### src/rtl/led_pwm_bank_pkg.sv
// Shared constants and percent arithmetic for the LED PWM bank.
package led_pwm_bank_pkg;

  localparam logic [1:0] MODE_STEADY   = 2'b00;
  localparam logic [1:0] MODE_ACTIVITY = 2'b01;
  localparam logic [1:0] MODE_BLINK    = 2'b10;
  localparam logic [1:0] MODE_BREATHE  = 2'b11;

  localparam int unsigned PCT_MAX   = 100;
  localparam int unsigned PWM_STEPS = 100;
  localparam int unsigned PCT_W     = 7;

  function automatic logic [PCT_W-1:0] pct_clamp(input logic [PCT_W-1:0] v);
    return (v > PCT_W'(PCT_MAX)) ? PCT_W'(PCT_MAX) : v;
  endfunction

  // a*b/100, truncated; both operands must already be within 0..100.
  function automatic logic [PCT_W-1:0] pct_scale(input logic [PCT_W-1:0] a,
                                                 input logic [PCT_W-1:0] b);
    logic [13:0] prod;
    prod = {7'd0, a} * {7'd0, b};
    return PCT_W'(prod / 14'(PCT_MAX));
  endfunction

endpackage

### src/rtl/led_pwm_bank_if.sv
// Per-channel control and LED output bundle for led_pwm_bank.
interface led_pwm_bank_if #(
  parameter int unsigned CHANNELS = 4
);
  logic [CHANNELS-1:0]   enable;
  logic [7*CHANNELS-1:0] level;
  logic [7*CHANNELS-1:0] cal;
  logic [2*CHANNELS-1:0] mode;
  logic [CHANNELS-1:0]   activity;
  logic [CHANNELS-1:0]   led;

  modport master (output enable, level, cal, mode, activity, input led);
  modport slave  (input enable, level, cal, mode, activity, output led);
endinterface

### src/rtl/led_pwm_channel.sv
// One LED channel: duty math and frame latch, activity stretch, mode gate, PWM output flop.
module led_pwm_channel
  import led_pwm_bank_pkg::*;
#(
  parameter int unsigned HOLD_MS = 20
) (
  input  logic             clock,
  input  logic             nReset,
  input  logic             tick_ms_i,
  input  logic             frame_start_i,
  input  logic [PCT_W-1:0] phase_i,
  input  logic             blink_i,
  input  logic [PCT_W-1:0] ramp_i,
  input  logic             enable_i,
  input  logic [PCT_W-1:0] level_i,
  input  logic [PCT_W-1:0] cal_i,
  input  logic [1:0]       mode_i,
  input  logic             activity_i,
  output logic             led_o
);

  localparam int unsigned HOLD_W = $clog2(HOLD_MS + 1);

  logic [PCT_W-1:0]  duty_base;
  logic [PCT_W-1:0]  duty_d, duty_q;
  logic [2:0]        sync_d, sync_q;
  logic [HOLD_W-1:0] hold_d, hold_q;
  logic              act_rise;
  logic              gate;
  logic              led_d, led_q;

  always_comb begin
    duty_base = pct_scale(pct_clamp(level_i), pct_clamp(cal_i));
    duty_d    = duty_q;
    if (frame_start_i) begin
      duty_d = (mode_i == MODE_BREATHE) ? pct_scale(duty_base, ramp_i) : duty_base;
    end

    // Bits [1:0] synchronise; bit 2 is the previous synchronised value for edge detect.
    sync_d   = {sync_q[1:0], activity_i};
    act_rise = sync_q[1] & ~sync_q[2];

    hold_d = hold_q;
    if (mode_i != MODE_ACTIVITY) begin
      hold_d = '0;
    end else if (act_rise) begin
      hold_d = HOLD_W'(HOLD_MS);
    end else if (tick_ms_i && (hold_q != '0)) begin
      hold_d = hold_q - HOLD_W'(1);
    end

    gate = 1'b1;
    unique case (mode_i)
      MODE_STEADY:   gate = 1'b1;
      MODE_ACTIVITY: gate = (hold_q != '0);
      MODE_BLINK:    gate = blink_i;
      MODE_BREATHE:  gate = 1'b1;
      default:       gate = 1'b1;
    endcase

    led_d = enable_i & gate & (phase_i < duty_q);
  end

  always_ff @(posedge clock or negedge nReset) begin
    if (!nReset) begin
      duty_q <= '0;
      sync_q <= '0;
      hold_q <= '0;
      led_q  <= 1'b0;
    end else begin
      duty_q <= duty_d;
      sync_q <= sync_d;
      hold_q <= hold_d;
      led_q  <= led_d;
    end
  end

  assign led_o = led_q;

endmodule

### src/rtl/led_pwm_bank.sv
// LED PWM bank: shared ms tick, PWM phase, blink toggle and breathe ramp driving N channels.
module led_pwm_bank
  import led_pwm_bank_pkg::*;
#(
  parameter int unsigned CHANNELS   = 4,
  parameter int unsigned CLK_MHZ    = 21,
  parameter int unsigned PWM_DIV    = 64,
  parameter int unsigned HOLD_MS    = 20,
  parameter int unsigned BLINK_MS   = 250,
  parameter int unsigned BREATHE_MS = 10
) (
  input logic           clock,
  input logic           nReset,
  led_pwm_bank_if.slave bus_io
);

  localparam int unsigned MS_CYCLES = CLK_MHZ * 1000;
  localparam int unsigned MS_W      = (MS_CYCLES > 1) ? $clog2(MS_CYCLES) : 1;
  localparam int unsigned PRE_W     = (PWM_DIV > 1) ? $clog2(PWM_DIV) : 1;
  localparam int unsigned BLINK_W   = (BLINK_MS > 1) ? $clog2(BLINK_MS) : 1;
  localparam int unsigned BR_W      = (BREATHE_MS > 1) ? $clog2(BREATHE_MS) : 1;

  logic [MS_W-1:0]    ms_d, ms_q;
  logic [PRE_W-1:0]   pre_d, pre_q;
  logic [PCT_W-1:0]   phase_d, phase_q;
  logic [BLINK_W-1:0] blink_cnt_d, blink_cnt_q;
  logic               blink_d, blink_q;
  logic [BR_W-1:0]    br_cnt_d, br_cnt_q;
  logic [PCT_W-1:0]   ramp_d, ramp_q;
  logic               ramp_up_d, ramp_up_q;
  logic               tick_ms, pwm_step, frame_start, br_step;
  logic [CHANNELS-1:0] led_w;

  always_comb begin
    tick_ms = (ms_q == MS_W'(MS_CYCLES - 1));
    ms_d    = tick_ms ? '0 : ms_q + MS_W'(1);

    pwm_step    = (pre_q == PRE_W'(PWM_DIV - 1));
    pre_d       = pwm_step ? '0 : pre_q + PRE_W'(1);
    frame_start = pwm_step && (phase_q == PCT_W'(PWM_STEPS - 1));
    phase_d     = phase_q;
    if (pwm_step) begin
      phase_d = frame_start ? '0 : phase_q + PCT_W'(1);
    end

    blink_cnt_d = blink_cnt_q;
    blink_d     = blink_q;
    if (tick_ms) begin
      if (blink_cnt_q == BLINK_W'(BLINK_MS - 1)) begin
        blink_cnt_d = '0;
        blink_d     = ~blink_q;
      end else begin
        blink_cnt_d = blink_cnt_q + BLINK_W'(1);
      end
    end

    br_step  = tick_ms && (br_cnt_q == BR_W'(BREATHE_MS - 1));
    br_cnt_d = br_cnt_q;
    if (tick_ms) begin
      br_cnt_d = br_step ? '0 : br_cnt_q + BR_W'(1);
    end

    // The turning step only flips direction, so each endpoint lasts one extra step.
    ramp_d    = ramp_q;
    ramp_up_d = ramp_up_q;
    if (br_step) begin
      if (ramp_up_q) begin
        if (ramp_q == PCT_W'(PCT_MAX)) ramp_up_d = 1'b0;
        else                           ramp_d    = ramp_q + PCT_W'(1);
      end else begin
        if (ramp_q == '0) ramp_up_d = 1'b1;
        else              ramp_d    = ramp_q - PCT_W'(1);
      end
    end
  end

  always_ff @(posedge clock or negedge nReset) begin
    if (!nReset) begin
      ms_q        <= '0;
      pre_q       <= '0;
      phase_q     <= '0;
      blink_cnt_q <= '0;
      blink_q     <= 1'b0;
      br_cnt_q    <= '0;
      ramp_q      <= '0;
      ramp_up_q   <= 1'b1;
    end else begin
      ms_q        <= ms_d;
      pre_q       <= pre_d;
      phase_q     <= phase_d;
      blink_cnt_q <= blink_cnt_d;
      blink_q     <= blink_d;
      br_cnt_q    <= br_cnt_d;
      ramp_q      <= ramp_d;
      ramp_up_q   <= ramp_up_d;
    end
  end

  for (genvar g = 0; g < CHANNELS; g++) begin : g_ch
    led_pwm_channel #(
      .HOLD_MS(HOLD_MS)
    ) u_ch (
      .clock        (clock),
      .nReset       (nReset),
      .tick_ms_i    (tick_ms),
      .frame_start_i(frame_start),
      .phase_i      (phase_q),
      .blink_i      (blink_q),
      .ramp_i       (ramp_q),
      .enable_i     (bus_io.enable[g]),
      .level_i      (bus_io.level[7*g +: 7]),
      .cal_i        (bus_io.cal[7*g +: 7]),
      .mode_i       (bus_io.mode[2*g +: 2]),
      .activity_i   (bus_io.activity[g]),
      .led_o        (led_w[g])
    );
  end

  assign bus_io.led = led_w;

endmodule
### src/flat_wrapper.sv
// flat-port wrapper written by rule: the top's interface ports become plain ports
module led_pwm_bank_flat import led_pwm_bank_pkg::*;
#(
  parameter int unsigned CHANNELS   = 4,
  parameter int unsigned CLK_MHZ    = 21,
  parameter int unsigned PWM_DIV    = 64,
  parameter int unsigned HOLD_MS    = 20,
  parameter int unsigned BLINK_MS   = 250,
  parameter int unsigned BREATHE_MS = 10
)
  (clock, nReset, bus_io_enable, bus_io_level, bus_io_cal, bus_io_mode, bus_io_activity, bus_io_led);
  led_pwm_bank_if #(.CHANNELS(CHANNELS)) bus_io_i ();
  input logic clock;
  input logic nReset;
  input wire logic [$bits(bus_io_i.enable)-1:0] bus_io_enable;
  input wire logic [$bits(bus_io_i.level)-1:0] bus_io_level;
  input wire logic [$bits(bus_io_i.cal)-1:0] bus_io_cal;
  input wire logic [$bits(bus_io_i.mode)-1:0] bus_io_mode;
  input wire logic [$bits(bus_io_i.activity)-1:0] bus_io_activity;
  output wire logic [$bits(bus_io_i.led)-1:0] bus_io_led;
  assign bus_io_i.enable = bus_io_enable;
  assign bus_io_i.level = bus_io_level;
  assign bus_io_i.cal = bus_io_cal;
  assign bus_io_i.mode = bus_io_mode;
  assign bus_io_i.activity = bus_io_activity;
  assign bus_io_led = bus_io_i.led;
  led_pwm_bank #(.CHANNELS(CHANNELS), .CLK_MHZ(CLK_MHZ), .PWM_DIV(PWM_DIV), .HOLD_MS(HOLD_MS), .BLINK_MS(BLINK_MS), .BREATHE_MS(BREATHE_MS)) u_core (.clock(clock), .nReset(nReset), .bus_io(bus_io_i));
endmodule
### config.mk
export PLATFORM = sky130hd
export DESIGN_NAME = led_pwm_bank_flat
export DESIGN_NICKNAME = d
export VERILOG_FILES = /design/src/rtl/led_pwm_bank_pkg.sv /design/src/rtl/led_pwm_bank_if.sv /design/src/rtl/led_pwm_channel.sv /design/src/rtl/led_pwm_bank.sv /design/src/flat_wrapper.sv
export SDC_FILE = /design/constraint.sdc
export NUM_CORES = 1
export LEC_CHECK = 0
export CAP_MARGIN = 20
export CORE_MARGIN = 4
export CORE_UTILIZATION = 55
export DETAILED_ROUTE_END_ITERATION = 8
export PLACE_DENSITY = 0.79
export SLEW_MARGIN = 20
export SYNTH_ARGS = -nofsm -noshare
export SYNTH_HDL_FRONTEND = slang
export SYNTH_SLANG_ARGS = --single-unit
### constraint.sdc
create_clock -name clock -period 11.1 [get_ports clock]
set_clock_uncertainty 0.1 [all_clocks]
set_input_delay 2.775 -clock clock [delete_from_list [all_inputs] [get_ports clock]]
set_output_delay 2.775 -clock clock [all_outputs]
set_load 0.1 [all_outputs]
==> flow_metrics.tcl, run 1 <==
set metrics [dict create \
    synth_commonest_cells "407 x nand2_1, 360 x nor2_1, 328 x inv_1" \
    yosysWarnings 0 \
    gr-usage-all-layers_pct 79.2 \
    stop_stage "global routing (5_1_grt)" \
    worst_endpoint "u_core.g_ch[1].u_ch.duty_q[1]$_DFFE_PN0P_/D" \
    clockBufferDepth 2 \
    rows 83 \
    synth.most_common_cell "nand2_1" \
    dpl_cell_area_sq_um 39900 \
    start_util_pct 55.7 \
    synth-edff-count 0 \
    ys_types 128 \
    synth_top_area_share_pct 13.7 \
    ys_async_sr_fraction_pct 100 \
    grt_max_degree 85 \
    clock_sinks 113 \
    antenna_found_initial 32 \
    postSynthAreaPerCell_sq_um 7.69 \
    worstEpCategory "sequential cell input" \
    ys_seq_area_share_pct 9.87 \
    hpwl_um 72700 \
    placed_cells 5480 \
    grt-ovfl-total 26 \
    ios 78 \
    gp_congestion 0.947 \
    die_h_um 236 \
    clockRootBuffer "clkbuf_16" \
    status "aborted with a tool error" \
    error "[ERROR GRT-0232] Routing congestion too high. Check the congestion heatmap in the GUI." \
    synth.largest_area_cell "ha_1" \
    portBuffers 77 \
    ys_ff_latch 113 \
    synth_area_sq_um 28700 \
    syn-num-nets 4311 \
    ys.flop_type "dfrtp_1" \
    postSynthCellCount 3730 \
    die_x_um 236 \
    cts-buffers-inserted 17 \
    htree_levels 4 \
    yosys-top-cells-area "ha_1 14%, fa_1 13%, dfrtp_1 9.8%" \
]
[per-stage QoR]
stage | TNS, ps | hold WS (ps) | worst slack [ps] | utilization (%)
2_1_floorplan | -177980 | 231 | -8430 | -
3_3_place_gp | -193850 | 241 | -8530 | 77.5
3_5_place_dp | -209460 | 241 | -9200 | 77.6
4_1_cts | -175850 | 265 | -7890 | 84.1
[logic make-up after synthesis]
family / Yosys count / synth area share [%]
xor+xnor: 224 / 6.95
simple gates: 1396 / 23.6
flops: 113 / 9.87
mux: 48 / 1.77
buf+inv: 419 / 5.71
fa+ha+maj: 523 / 27.7
compound gates: 1007 / 24.4
[layer usage]
layer  overflow  GRT usage (%)
met1          3           77.5
met2          8           89.2
met3          1           72.9
met4         13           77.8
met5          1           55.3
[repair_timing]
action	CTS
endpoints found under the setup margin	28
pin swaps	350
resized for setup	528
hold buffers	0
setup buffers	175
==> inputs of run 2 (changes only) <==
--- a/config.mk
+++ b/config.mk
@@ -7,9 +7,9 @@
 export LEC_CHECK = 0
 export CAP_MARGIN = 20
 export CORE_MARGIN = 4
-export CORE_UTILIZATION = 55
+export CORE_UTILIZATION = 40
 export DETAILED_ROUTE_END_ITERATION = 8
-export PLACE_DENSITY = 0.79
+export PLACE_DENSITY_LB_ADDON = 0.15
 export SLEW_MARGIN = 20
 export SYNTH_ARGS = -nofsm -noshare
 export SYNTH_HDL_FRONTEND = slang
==> constraint.sdc (replaced) <==
create_clock -name clock -period 14.4 [get_ports clock]
set_clock_uncertainty 0.1 [all_clocks]
set_input_delay 3.6 -clock clock [delete_from_list [all_inputs] [get_ports clock]]
set_output_delay 3.6 -clock clock [all_outputs]
set_load 0.1 [all_outputs]
==> run 2 against run 1 <==
- the flow now finishes, with violations (negative setup slack)
- synthesized cell count stayed put
- area after synthesis stayed put
==> flow_metrics.tcl, run 2 <==
set metrics [dict create \
    status "finished with violations" \
    violations "negative setup slack" \
    hold_violations 0 \
    ys_ff_latch 113 \
    drcViolationCount 0 \
    dpl_cell_area_sq_um 40500 \
    rsz0062_at_grt "yes" \
    start_util_pct 40.7 \
    yosys-top-cells-area "ha_1 14%, fa_1 13%, dfrtp_1 9.8%" \
    clock_sinks 113 \
    gp_congestion 0.894 \
    hold-worst-slack_ps 257 \
    top_regs "u_core.g_ch.u_ch.duty_q: 28 flops, u_core.g_ch.u_ch.hold_q: 20 flops, u_core.ms_q: 15 flops" \
    critical_path_class "in2reg" \
    avgViaCountPerCell 5.24 \
    max_freq_mhz 50.1 \
    die_x_um 276 \
    critPathCaptureType "flip-flop" \
    fin_ws_ps -5550 \
    grt_pass1_vias 30929 \
    cts_tree "built" \
    post-route-min-period_ps 19950 \
    regMostFlops "u_core.g_ch.u_ch.duty_q" \
    ys_seq_area_share_pct 9.87 \
    synth-edff-count 0 \
    largest_register_ffs 28 \
    critPathMaxFanout 6 \
    ys_async_sr_fraction_pct 100 \
    grt_first_pass_wirelength_um 145000 \
    ys.flop_type "dfrtp_1" \
    hold_class "reg2reg" \
    wl_um 86800 \
    worstPathArrival_ps 20210 \
    synth_top_area_share_pct 13.7 \
    area_growth_pct 57.6 \
    clk_latency_ps 430 \
    num_antenna_cells 0 \
    postSynthAreaPerCell_sq_um 7.69 \
    critPathSlowestCell "fa_1" \
    grt_max_degree 59 \
    clockBufferDepth 2 \
    cts-buffers-inserted 17 \
    cap_violations 0 \
    timing.slew.headroom_pct 34.3 \
    tightest_slew_ps 982 \
    antenna_found_initial 0 \
    hpwl_um 67700 \
    synth_area_sq_um 28700 \
    required_ps 14660 \
    finalMaxSlewViolations 0 \
    wire_per_inst_um 14.5 \
    period_share_pct 139 \
    antenna_left 0 \
    cp_common_cell "fa_1" \
    crit_path_max_incr_delay_ps 520 \
    fin_util_pct 64.1 \
    fin_nets 5631 \
    ys_types 128 \
    synth_commonest_cells "407 x nand2_1, 360 x nor2_1, 328 x inv_1" \
    finalInstanceArea_sq_um 45200 \
    die_h_um 276 \
    clockRootBuffer "clkbuf_16" \
    synth.most_common_cell "nand2_1" \
    core_sq_um 70500 \
    synth.largest_area_cell "ha_1" \
    rows 97 \
    hold_buffers 0 \
    final_cell_mix "1216 x buf_4, 362 x nand2_1, 301 x inv_1" \
    ios 78 \
    portBuffers 77 \
    gr-usage-all-layers_pct 22.0 \
    grt-ovfl-total 0 \
    htree_levels 4 \
    final_common_cell "buf_4" \
    drt_iter0_drc 1617 \
    die_area_sq_um 76000 \
    postSynthCellCount 3730 \
    clk_pin_slew_worst_paths_ps 60 \
    vias 31444 \
    syn-num-nets 4311 \
    setup_viol 28 \
    cp-start-kind "input port" \
    yosysWarnings 0 \
    drt_pass1_iterations 5 \
    drive_gt1_share_pct 42.1 \
]
[run 2: cell counts after synthesis]
No cell type changed its count.
[run 2: logic make-up (layout without fill, tap and decap cells)]
logic type / Yosys count / after routing / share of synthesized area, %
simple gates: 1396 / 1396 / 23.6
compound gates: 1007 / 1007 / 24.4
fa+ha+maj: 523 / 523 / 27.7
buf+inv: 419 / 1752 / 5.71
xor+xnor: 224 / 224 / 6.95
flops: 113 / 113 / 9.87
mux: 48 / 48 / 1.77
[run 2: final cells by class]
| class | instances | area (sq um) |
|---|---|---|
| timing repair buffer | 1391 | 10900 |
| multi-input combinational | 3198 | 28500 |
| inverter | 329 | 1240 |
| fill | 6016 | 25300 |
| clock inverter | 15 | 160 |
| sequential | 113 | 2830 |
| tap | 940 | 1180 |
| clock buffer | 17 | 425 |
[run 2: worst paths after layout]
check                                                   startpoint                                   endpoint  slack (ps)  cells after the start
hold / removal             u_core.g_ch[1].u_ch.sync_q[0]$_DFF_PN0_    u_core.g_ch[1].u_ch.sync_q[1]$_DFF_PN0_         260                      0
hold reg to reg            u_core.g_ch[1].u_ch.sync_q[0]$_DFF_PN0_    u_core.g_ch[1].u_ch.sync_q[1]$_DFF_PN0_         260                      0
setup / recovery                                    bus_io_cal[10]  u_core.g_ch[1].u_ch.duty_q[1]$_DFFE_PN0P_       -5550                     79
min in group asynchronous                                   nReset                   u_core.ms_q[2]$_DFF_PN0_        3130                      1
setup reg to reg                      u_core.ramp_q[1]$_DFFE_PN0P_  u_core.g_ch[1].u_ch.duty_q[1]$_DFFE_PN0P_        4520                     41
max in group asynchronous                                   nReset  u_core.g_ch[1].u_ch.duty_q[0]$_DFFE_PN0P_        9860                      2
[run 2: metal layers]
metal / vias up / GRT usage [%] / share of wire [%]
li1: 15895 / - / -
met1: 15078 / 30.7 / 47
met2: 411 / 38.5 / 49
met3: 60 / 1.70 / 2.7
met4: 0 / 2.41 / 0.80
met5: - / 0 / 0
[run 2: what timing repair did]
item / in CTS / in global routing
setup buffers: 127 / 87
pin swaps: 303 / 308
endpoints found under the setup margin: 28 / 28
gates resized for setup: 450 / 340
gates cloned: 2 / 0
[run 2: critical path, delay by kind of cell]
kind / cells / cell delay (ps)
buffers and inverters: 11 / 1030
AND/OR/NAND/NOR: 15 / 2750
AO/OA/AOI/OAI: 33 / 6110
adder cells (fa/ha/maj): 14 / 5810
XOR/XNOR: 5 / 860
multiplexers: 1 / 60
[run 2: stage by stage]
step	TNS [ps]	worst slack, ps	std cells
CTS	-104170	-5340	5922
detailed placement	-134730	-6550	5767
global placement	-130000	-6130	5767
finish	-104750	-5550	6003
floorplan	-108680	-5960	3730
global route	-123820	-6310	6003
Power of run 2 is left out: the tool's default activity adds up to more than one toggle a clock period on the data nets, which glitch-free logic cannot reach.
==> inputs of run 3 (changes only) <==
--- a/config.mk
+++ b/config.mk
@@ -5,7 +5,7 @@
 export SDC_FILE = /design/constraint.sdc
 export NUM_CORES = 1
 export LEC_CHECK = 0
-export CAP_MARGIN = 20
+export CAP_MARGIN = 5
 export CORE_MARGIN = 4
 export CORE_UTILIZATION = 40
 export DETAILED_ROUTE_END_ITERATION = 8
==> results of run 3 <==
Final layout, timing and power as in run 2 (identical DEF).
Power of run 3 is left out for the same reason.
